--- config.mk ---
export PLATFORM = sky130hd
export DESIGN_NAME = sound_serializer
export DESIGN_NICKNAME = d
export VERILOG_FILES = /design/src/rtl/sound_serializer.sv
export SDC_FILE = /design/constraint.sdc
export NUM_CORES = 1
export LEC_CHECK = 0
export ABC_AREA = 0
export BUFFER_PORTS_ARGS = -buffer_cell sky130_fd_sc_hd__buf_2
export CORE_UTILIZATION = 60
export CTS_BUF_LIST = sky130_fd_sc_hd__clkbuf_4 sky130_fd_sc_hd__clkbuf_8 sky130_fd_sc_hd__clkbuf_16
export DETAILED_ROUTE_END_ITERATION = 16
export GPL_TIMING_DRIVEN = 0
export PLACE_DENSITY = 0.83
export SETUP_SLACK_MARGIN = 0.02
export SLEW_MARGIN = 20
export SYNTH_ARGS = -nofsm -noshare
export SYNTH_HDL_FRONTEND = slang
export SYNTH_SLANG_ARGS = --single-unit
--- constraint.sdc ---
create_clock -name clk -period 2.8 [get_ports clk]
set_input_delay 0.14 -clock clk [delete_from_list [all_inputs] [get_ports clk]]
set_output_delay 0.14 -clock clk [all_outputs]
set_load 0.02 [all_outputs]
--- src/rtl/sound_serializer.sv ---
// sound_serializer: buffers one mixed sample and shifts it MSB-first onto a bit-clock/data/latch DAC port.
// Build option SOUND_SERIALIZER_OFFSET_BIN_EN inverts the sample MSB on load (two's-complement to offset-binary).
module sound_serializer #(
  parameter int WIDTH  = 8,
  parameter int CLKDIV = 4
) (
  input  logic             clk,
  input  logic             reset,
  input  logic [WIDTH-1:0] sample_in,
  input  logic             sample_valid,
  output logic             sample_ready,
  output logic             dac_sclk,
  output logic             dac_sdata,
  output logic             dac_latch,
  output logic             busy
);
  localparam int DIV_W = (CLKDIV > 1) ? $clog2(2*CLKDIV) : 1;
  localparam int BIT_W = $clog2(WIDTH);
  localparam logic [DIV_W-1:0] DIV_LAST = DIV_W'(2*CLKDIV-1);
  localparam logic [DIV_W-1:0] DIV_HALF = DIV_W'(CLKDIV);
  localparam logic [DIV_W-1:0] LAT_LAST = DIV_W'(CLKDIV-1);
  localparam logic [BIT_W-1:0] BIT_LAST = BIT_W'(WIDTH-1);

  typedef enum logic [1:0] {IDLE = 2'd0, SHIFT = 2'd1, LATCH = 2'd2} state_t;

  state_t            state, state_next;
  logic [DIV_W-1:0]  div_cnt, div_next;
  logic [BIT_W-1:0]  bit_cnt, bit_next;
  logic [WIDTH-1:0]  shreg, shreg_next;
  logic [WIDTH-1:0]  hold, load_word;
  logic              hold_full, hold_full_next, load, accept;

`ifdef SOUND_SERIALIZER_OFFSET_BIN_EN
  assign load_word = {~hold[WIDTH-1], hold[WIDTH-2:0]};
`else
  assign load_word = hold;
`endif

  assign sample_ready = ~hold_full & ~reset;
  assign accept       = sample_valid & sample_ready;

  // Next-state logic; the divider counter doubles as the latch-pulse timer
  always_comb begin
    state_next = state;
    div_next   = div_cnt;
    bit_next   = bit_cnt;
    shreg_next = shreg;
    load       = 1'b0;
    case (state)
      IDLE: begin
        if (hold_full) load = 1'b1;
        else           load = 1'b0;
      end
      SHIFT: begin
        if (div_cnt == DIV_LAST) begin
          div_next   = '0;
          shreg_next = {shreg[WIDTH-2:0], 1'b0};
          if (bit_cnt == BIT_LAST) begin
            bit_next   = '0;
            state_next = LATCH;
          end else begin
            bit_next = bit_cnt + 1'b1;
          end
        end else begin
          div_next = div_cnt + 1'b1;
        end
      end
      LATCH: begin
        if (div_cnt == LAT_LAST) begin
          div_next = '0;
          if (hold_full) load = 1'b1;
          else           state_next = IDLE;
        end else begin
          div_next = div_cnt + 1'b1;
        end
      end
      default: state_next = IDLE;
    endcase
    if (load) begin
      state_next = SHIFT;
      div_next   = '0;
      bit_next   = '0;
      shreg_next = load_word;
    end
  end

  // hold_full can never set and clear in one cycle: a drain implies ready was low
  always_comb begin
    hold_full_next = hold_full;
    if (load)        hold_full_next = 1'b0;
    else if (accept) hold_full_next = 1'b1;
    else             hold_full_next = hold_full;
  end

  // State, storage and pin registers; pins are decoded from next-state values
  always_ff @(posedge clk) begin
    if (reset) begin
      state     <= IDLE;
      div_cnt   <= '0;
      bit_cnt   <= '0;
      shreg     <= '0;
      hold      <= '0;
      hold_full <= 1'b0;
      dac_sclk  <= 1'b0;
      dac_sdata <= 1'b0;
      dac_latch <= 1'b0;
      busy      <= 1'b0;
    end else begin
      state     <= state_next;
      div_cnt   <= div_next;
      bit_cnt   <= bit_next;
      shreg     <= shreg_next;
      hold_full <= hold_full_next;
      if (accept) hold <= sample_in;
      dac_sclk  <= (state_next == SHIFT) && (div_next >= DIV_HALF);
      dac_sdata <= (state_next == SHIFT) && shreg_next[WIDTH-1];
      dac_latch <= (state_next == LATCH);
      busy      <= (state_next != IDLE);
    end
  end
endmodule

==> summary.txt <==
Finish
  • Layout cells sized above 1: 18.60%
  • Layout area overhead: 12.04%
  • Nets: 192
  • Fin area: 1525 um2
  • Final core utilization: 74.69%
  • Fillers: 158
  • Most common cell after layout, fill and taps aside: dfxtp_1
  • Commonest cells after routing, fill and taps aside: dfxtp_1, nor2_1, buf_2
  • Layout Cells excl Fill: roughly 200
  • Antenna diode count: 0

Clocking
  • CTS Hold Bufs: 0
  • Root buf cell: clkbuf_4
  • Skew-Pair Late Insertion Delay: ~0.33 ns
  • Max Buffers Root-to-Sink: 2
  • # H-tree levels: 2
  • Num CTS Buffers: 5
  • Number of clock sinks: 29
  • CTS resizes: 0
  • TritonCTS clock tree: done
  • Clk slew on worst S/H paths: 0.09 ns
  • Setup repair bufs after CTS: 0

Global routing
  • GRT overflow: 0
  • Number of global-route vias before repair: ~1.1k
  • Global-route wire length before repair: 4588 um
  • GRT Total Usage: 25.57%
  • Initial antenna violation count: 0
  • Largest net degree at the start of global routing: 11

Timing
  • Clk_skew: 0.006208 ns
  • Crit path time final: ~2.1 ns
  • RSZ-0062 raised after global routing: false
  • Final Cycle Share: 74.46%
  • Worst slew pin tran: ~0.64 ns
  • Maximum operating frequency: ~0.48 GHz
  • Final slew viol count: 0
  • TNS Setup: 0 ns
  • Final setup fails: 0
  • Final hold vios: 0
  • Slew headroom: 57.04%

Worst setup path
  • R2R setup slack: 0.72 ns
  • Startpoint types: flop
  • Worst path required time: 3.06 ns
  • Critical Path End Type: flop
  • Kind of critical path: reg -> reg
  • WP data arrival: 2.35 ns
  • Crit path max fanout: 8

Floorplanning
  • Die Ht: 49.63 um
  • Die W: slightly below 50 um
  • Area of the core: 2042 um2
  • Initial core utilization: between 60% and 70%
  • Area of the die: 2463 um2
  • IO Count: 16
  • Row count: 16

Routing
  • Initial DRC Count: 12
  • Final wirelength: 2799 um
  • Post-DR vias/cell: 5.663
  • Post-route antenna net violation count: 0
  • Mean routed wirelength per cell: roughly 14 um
  • 1st-pass router iterations: 4
  • DRC errors left: 0
  • Vias: 1127

Logic synthesis
  • Post-Syn Area: 1361 um2
  • Synth top area share: a little over two fifths
  • Yosys reg bits: 29
  • Synth area leaders: dfxtp_1, ha_1, mux2i_1
  • Cells after Synth: roughly 150
  • Register area share after synthesis: 42.65%
  • Syn_area_per_cell: between 9 and 10 um2
  • Post-synthesis cell type count: 31
  • Yosys top cell by area: dfxtp_1
  • Yosys Warn Count: 0
  • Post-synth net total: 170

Power
  • Leak: around 0.65 nW
  • PD cells: about 540 nW/um2
  • Total power: 821.1 uW
  • Worst VDD drop: 0.4111 mV

Placed design
  • GP Congestion: between 0.7 and 0.8
  • DP HPWL: 2030 um
  • Dpl cell area: ~1500 um2
  • I/O Buffers: 15
  • Placed cells: 191

Flow run
  • Max Cap Viol: 0

Worst hold path
  • Worst Hold Class: in -> reg

Outcome
  • Status: finished clean
state kept, by name, indices dropped and copies added (netlist names):
signal     cells
div_cnt        3
hold_full      1
dac_sclk       1
state          2
bit_cnt        3
dac_sdata      1
shreg          8
hold           8
dac_latch      1
busy           1
routing by layer:
layer,share of wire [%],track usage [%],vias up,wire (um)
li1,-,-,571,-
met1,49,29.59,520,1362
met2,45,42.34,27,1255
met3,4.2,6.790,9,118
met4,2.3,14.29,0,63
met5,0,0,-,0
metrics by stage:
stage	hold slack [ns]	setup slack, ns
after floorplan	0.2558	0.8730
after global placement	0.3572	0.7777
after detailed placement	0.3809	0.7492
after CTS	0.02541	0.7298
after global routing	0.04340	0.6416
final	0.03307	0.7152
report_power, final:
group / total [mW] / internal, mW / switching, mW
clock: 0.247 / 0.0944 / 0.152
combinational: 0.120 / 0.0501 / 0.0695
sequential: 0.455 / 0.437 / 0.0173
total: 0.821 / 0.582 / 0.239
critical path: stages, from the launching register on:
cell	delay [ns]
dfxtp_1	0.33
ha_1	0.23
ha_1	0.23
a21o_1	0.22
a21o_4	0.26
or4_4	0.55
a211oi_2	0.21
cells by family after synthesis:
family | count (synthesis) | share of synthesized area, %
mux | 10 | 7.445
simple gates | 59 | 21.32
buf+inv | 13 | 4.779
fa+ha+maj | 10 | 9.191
compound gates | 28 | 14.61
flops | 29 | 42.65
path summary, 6_finish.rpt:
| path | endpoint | depth (start not counted) | start |
|---|---|---|---|
| worst max register to register | dac_latch | 6 | div_cnt[0] |
| worst max-delay path | dac_latch | 6 | div_cnt[0] |
| worst min register to register | bit_cnt[1] | 2 | bit_cnt[1] |
| worst min-delay path | hold[4] | 3 | sample_in[4] |
Yosys cell counts, drive strengths merged:
master / number
nand2b: 1
and2b: 1
a21o: 2
nor2b: 3
o211ai: 2
and3: 1
nor3: 7
a21oi: 8
inv: 7
a22oi: 1
or2b: 1
nor4: 6
mux2: 1
nor2: 24
nand2: 9
o31ai: 1
a211o: 1
and2: 2
buf: 3
dfxtp: 29
nand3b: 3
a211oi: 10
mux2i: 9
clkbuf: 3
o21ai: 2
ha: 10
or4: 1
a31oi: 1
layout make-up:
cell class | count | area (um2) | area share (%)
sequential | 29 | 580.6 | 38.06
timing repair buffer | 15 | 75.07 | 4.922
multi-input combinational | 107 | 715.7 | 46.92
inverter | 7 | 26.28 | 1.723
buffer | 6 | 38.79 | 2.543
clock buffer | 5 | 37.54 | 2.461
tap | 27 | 33.78 | 2.215
clock inverter | 3 | 17.52 | 1.148
(Power assumes the default switching activity.)
